`src/rtl/mmio_timer_if.sv`:
```
// mmio_timer_if: CPU data-bus slot for the countdown timer.
//   A   - word register select (address bits [3:2])
//   WE  - write strobe from the address decoder
//   WD  - write data
//   RD  - read data, combinational from A and register state
//   irq - level interrupt, mirrors STATUS.DONE
// master: the CPU/decoder side. slave: the timer.
interface mmio_timer_if;
  logic [1:0]  A;
  logic        WE;
  logic [31:0] WD;
  logic [31:0] RD;
  logic        irq;

  modport master (output A, output WE, output WD, input RD, input irq);
  modport slave  (input A, input WE, input WD, output RD, output irq);
endinterface

```
`src/rtl/mmio_timer.sv`:
```
// mmio_timer: memory-mapped countdown timer with sticky DONE and optional auto-reload.
//   clk   - system clock, all state changes on the rising edge
//   reset - synchronous, active-high
//   bus   - mmio_timer_if.slave (A, WE, WD in; RD, irq out)
// Register map: 0 CTRL {PSC[15:8], RELOAD[1], EN[0]}, 1 LOAD, 2 COUNT (RO),
// 3 STATUS {BUSY[1], DONE[0] (W1C)}.
// Build option: define TIMER_PRESCALE_EN to store PSC and gate ticks with an
// 8-bit prescale counter; otherwise every cycle is a tick and PSC reads 0.
//
// state | meaning
// IDLE  | EN=0, COUNT holds
// RUN   | EN=1, COUNT decrements on each tick
module mmio_timer #(
  parameter int CNT_W = 32
) (
  input  logic clk,
  input  logic reset,
  mmio_timer_if.slave bus
);

  typedef enum logic {IDLE = 1'b0, RUN = 1'b1} state_t;

  state_t             state, state_nxt;
  logic               reload_q;
  logic [CNT_W-1:0]   load_q;
  logic [CNT_W-1:0]   count_q;
  logic               done_q;
  logic               tick;
  logic               ctrl_wr, load_wr, status_wr;
  logic               start, stop, expire;
  logic [31:0]        rd;
  logic [31:0]        unused_wd;

  assign ctrl_wr   = bus.WE && (bus.A == 2'd0);
  assign load_wr   = bus.WE && (bus.A == 2'd1);
  assign status_wr = bus.WE && (bus.A == 2'd3);
  assign start     = (state == IDLE) && ctrl_wr && bus.WD[0];
  assign stop      = (state == RUN) && ctrl_wr && !bus.WD[0];
  // Expiry sets DONE even when a stop write lands in the same cycle.
  assign expire    = (state == RUN) && tick && (count_q == '0);
  assign unused_wd = bus.WD;

`ifdef TIMER_PRESCALE_EN
  logic [7:0] psc_q;
  logic [7:0] psc_cnt;

  // >= rather than == so lowering PSC mid-run cannot strand the counter above it.
  assign tick = (psc_cnt >= psc_q);

  always_ff @(posedge clk) begin
    if (reset) begin
      psc_q   <= '0;
      psc_cnt <= '0;
    end else begin
      if (ctrl_wr) psc_q <= bus.WD[15:8];
      if (start)
        psc_cnt <= '0;
      else if (state == RUN)
        psc_cnt <= tick ? 8'd0 : psc_cnt + 8'd1;
    end
  end
`else
  assign tick = 1'b1;
`endif

  always_ff @(posedge clk) begin
    if (reset) state <= IDLE;
    else       state <= state_nxt;
  end

  always_comb begin
    state_nxt = state;
    case (state)
      IDLE: if (start) state_nxt = RUN;
      RUN: begin
        if (stop)                     state_nxt = IDLE;
        else if (expire && !reload_q) state_nxt = IDLE;
      end
      default: state_nxt = IDLE;
    endcase
  end

  always_ff @(posedge clk) begin
    if (reset) begin
      reload_q <= 1'b0;
      load_q   <= '0;
      count_q  <= '0;
      done_q   <= 1'b0;
    end else begin
      if (ctrl_wr) reload_q <= bus.WD[1];
      if (load_wr) load_q   <= bus.WD[CNT_W-1:0];

      if (start)
        count_q <= load_q;
      else if ((state == RUN) && tick && !stop) begin
        if (count_q != '0) count_q <= count_q - CNT_W'(1);
        else if (reload_q) count_q <= load_q;
      end

      // Set beats a same-cycle write-1-to-clear.
      if (expire)                      done_q <= 1'b1;
      else if (status_wr && bus.WD[0]) done_q <= 1'b0;
    end
  end

  always_comb begin
    rd = '0;
    case (bus.A)
      2'd0: begin
        rd[0] = (state == RUN);
        rd[1] = reload_q;
`ifdef TIMER_PRESCALE_EN
        rd[15:8] = psc_q;
`endif
      end
      2'd1: rd = 32'(load_q);
      2'd2: rd = 32'(count_q);
      2'd3: begin
        rd[0] = done_q;
        rd[1] = (state == RUN);
      end
      default: rd = '0;
    endcase
  end

  assign bus.RD  = rd;
  assign bus.irq = done_q;

endmodule

```
`src/flat_wrapper.sv`:
```
// flat-port wrapper written by rule: the top's interface ports become plain ports
module mmio_timer_flat 
#(
  parameter int CNT_W = 32
)
  (clk, reset, bus_A, bus_WE, bus_WD, bus_RD, bus_irq);
  mmio_timer_if bus_i ();
  input  logic clk;
  input  logic reset;
  input wire logic [$bits(bus_i.A)-1:0] bus_A;
  input wire logic [$bits(bus_i.WE)-1:0] bus_WE;
  input wire logic [$bits(bus_i.WD)-1:0] bus_WD;
  output wire logic [$bits(bus_i.RD)-1:0] bus_RD;
  output wire logic [$bits(bus_i.irq)-1:0] bus_irq;
  assign bus_i.A = bus_A;
  assign bus_i.WE = bus_WE;
  assign bus_i.WD = bus_WD;
  assign bus_RD = bus_i.RD;
  assign bus_irq = bus_i.irq;
  mmio_timer #(.CNT_W(CNT_W)) u_core (.clk(clk), .reset(reset), .bus(bus_i));
endmodule
```
`config.mk`:
```
export PLATFORM = sky130hd
export DESIGN_NAME = mmio_timer_flat
export DESIGN_NICKNAME = d
export VERILOG_FILES = /design/src/rtl/mmio_timer_if.sv /design/src/rtl/mmio_timer.sv /design/src/flat_wrapper.sv
export SDC_FILE = /design/constraint.sdc
export NUM_CORES = 1
export LEC_CHECK = 0
export BUFFER_PORTS_ARGS = -buffer_cell sky130_fd_sc_hd__buf_2
export CAP_MARGIN = 15
export CORE_ASPECT_RATIO = 1.4
export CORE_MARGIN = 10
export CORE_UTILIZATION = 35
export CTS_CLUSTER_DIAMETER = 60
export DETAILED_ROUTE_END_ITERATION = 10
export PLACE_DENSITY = 0.57
export SLEW_MARGIN = 20
export SYNTH_ARGS = -nofsm -noshare
export SYNTH_HDL_FRONTEND = slang
export SYNTH_SLANG_ARGS = --single-unit
```
`constraint.sdc`:
```
create_clock -name clk -period 6.5 [get_ports clk]
set_input_delay 0.65 -clock clk [delete_from_list [all_inputs] [get_ports clk]]
set_output_delay 0.65 -clock clk [all_outputs]
set_load 0.005 [all_outputs]
```
==> impl_metrics.json <==
{
  "rsz0062_at_grt": "false",
  "core_mm2": 0.01087,
  "grt_util_all_layers_pct": 16.61,
  "outcome": "completed",
  "die_w_um": 109.3,
  "diodes": 0,
  "grt-ovfl-total": 0,
  "synth.area.top_cells": "dfxtp_1 (34%), nand2_1 (8.7%), a21oi_1 (8.2%), a22oi_1 (6.3%), nor2b_1 (5.1%)",
  "h-tree-depth": 3,
  "cts_hold_buf": 0,
  "route.detailed.drc": 0,
  "critPathKind": "reg -> reg",
  "drt_iter0_markers": 296,
  "end_kind": "flop",
  "syn_avg_cell_area_um2": 7.476,
  "fin_nets": 614,
  "required_ns": 6.72,
  "postRouteAntennaNets": 0,
  "grtUsageMet3_pct": 3.763,
  "nFillCells": 1182,
  "fin_crit_sh_pct": 49.78,
  "fmax_ghz": 0.3091,
  "ys_types": 51,
  "synth-edff-count": 0,
  "pin_count": 70,
  "cts-buffers-inserted": 9,
  "via_count": 4122,
  "top_usage_layer": "met2",
  "slew_headroom_pct": 37.17,
  "setup_viol": 0,
  "cp-start-kind": "flop",
  "syn2layout_area_growth_pct": 17.38,
  "drive_gt1_share_pct": 16.17,
  "crit_slowest_cell": "a31o_2",
  "antenna_found_initial": 0,
  "syn-num-nets": 567,
  "clk_pin_slew_ns": 0.05,
  "drv_slew": 0,
  "synth_area_mm2": 0.003910,
  "cts_num_sinks": 67,
  "via_per_inst": 5.757,
  "hold_viol": 0,
  "worstSkewPairLatency_ns": 0.33,
  "path_cells": "or4_1 -> nor4b_2 -> a31o_2 -> nor3_1 -> a221o_1",
  "ys_ff_latch": 67,
  "cts_root_buf": "clkbuf_16",
  "synth.top_cell.area_share_pct": 34.30,
  "synthFlopType": "dfxtp_1",
  "use_met2_pct": 27.80,
  "critPathArrivalTime_ns": 3.46,
  "wl_um": 13240,
  "routedWlPerCell_um": 18.50,
  "setup_tns_ns": 0,
  "dieArea_mm2": 0.01586,
  "critPathMaxStageDelay_ns": 0.71,
  "max_cap_violations": 0,
  "initial_core_util_pct": 35.98,
  "grt_pass1_wl_um": 21530,
  "grt_pass1_vias": 4073,
  "hpwl_um": 9105,
  "hp-class": "reg -> reg",
  "yosys.area.top_type": "dfxtp_1",
  "path_max_fanout": 34,
  "worst_slew_pin_slew_ns": 0.9352,
  "ys_async_sr_fraction_pct": 0,
  "cts_tree": "done",
  "seq_area_frac_synth_pct": 34.30,
  "grt_max_degree": 68,
  "synthCells": 523,
  "dr.pass1.iters": 5,
  "portBuffers": 69,
  "yosysWarningCount": 0,
  "postCtsSetupBuffers": 0,
  "grt_use_met1_pct": 19.68,
  "cts_resized": 0,
  "cts_max_path_buffers": 2,
  "fin_skew_ns": 0.007498,
  "num_rows": 45,
  "period_needed_ns": 3.235,
  "die_y_um": 145.1,
  "place_congestion": 0.8777
}
[critical path, delay by kind of cell, from the launching register on]
family             cells  cell delay [ns]
and+or+nand+nor        3             1.65
AOI/OAI and AO/OA      2             1.12
DFF                    1             0.36
[cells in the final DEF, fill, tap and decap left out, types with 3 or more instances in the layout]
master and instances:
nand2_1 90, nor2_1 18, mux2i_1 4, and3_1 5, a21o_1 3, o32ai_1 10, nor3_1 12, o21ai_0 11
inv_1 19, clkinv_2 3, o211ai_1 9, buf_4 7, nor2b_1 32, or3_1 7, nand2b_1 9, or4_1 6
ha_1 7, nand3_1 12, nand4_1 6, o311ai_0 5, nor4_1 9, clkbuf_1 4, a2111oi_0 3, dfxtp_1 67
clkbuf_16 9, nand3b_1 4, a221o_1 3, buf_2 69, a21oi_1 64, a22oi_1 33
[layout make-up]
cell class	instances	area [µm²]	share of cell area, %
multi-input combinational	397	2347	51.15
sequential	67	1341	29.23
timing repair buffer	76	397.9	8.670
clock buffer	13	240.2	5.234
tap	141	176.4	3.844
inverter	19	71.32	1.554
clock inverter	3	15.01	0.3272
[final timing paths]
path,from,end,slack [ns],cells past startpoint
setup / recovery,u_core.count_q[14],u_core.count_q[13],3.26,5
hold / removal,u_core.load_q[11],u_core.load_q[11],0.47,2
setup reg to reg,u_core.count_q[14],u_core.count_q[13],3.26,5
hold reg to reg,u_core.load_q[11],u_core.load_q[11],0.47,2
[stage by stage]
stage	instances	utilization (%)	setup WS (ns)	area, µm²	hold WS (ns)
6_report	716	42.23	3.265	4589	0.4741
5_1_grt	716	42.23	2.998	4589	0.4905
4_1_cts	716	42.23	3.295	4589	0.4739
3_5_place_dp	700	39.88	3.298	4334	0.4661
3_3_place_gp	700	39.86	3.377	4332	0.4628
2_1_floorplan	523	-	3.573	3910	0.4452
[cells by family (layout without fill, tap and decap cells)]
kind of cell    after synthesis  count (layout)  synth area share (%)
fa+ha+maj                     7               7                 2.240
mux                           5               5                 1.312
compound gates              165             165                 27.90
simple gates                220             220                 28.51
buf+inv                      59             111                 5.728
flops                        67              67                 34.30
[sequential cells by signal, indices dropped and copies added, names as in the netlist]
name / flops
u_core.bus.irq: 1
u_core.count_q: 32
u_core.load_q: 32
u_core.reload_q: 1
u_core.state: 1
[per-layer routing]
metal | routed length [µm] | vias up
li1 | - | 2012
met4 | 301 | 0
met5 | 0 | -
met1 | 5629 | 1953
met2 | 6468 | 138
met3 | 845 | 19
[cells in the mapped netlist (3+ instances only)]
cell	number
a2111oi_0	3
dfxtp_1	67
or3_1	7
clkbuf_1	38
nor2b_1	32
inv_1	19
o21ai_0	11
nand3b_1	4
a22oi_1	33
ha_1	7
o32ai_1	10
nand2b_1	9
mux2i_1	4
a21oi_1	64
nand3_1	12
nand2_1	91
nor3_1	12
a21o_1	3
nor2_1	18
nor4_1	9
or4_1	6
o311ai_0	5
and3_1	5
nand4_1	6
o211ai_1	9
a221o_1	3
Power is left out: the tool's default activity adds up to more than one toggle a clock period on the data nets, which glitch-free logic cannot reach.
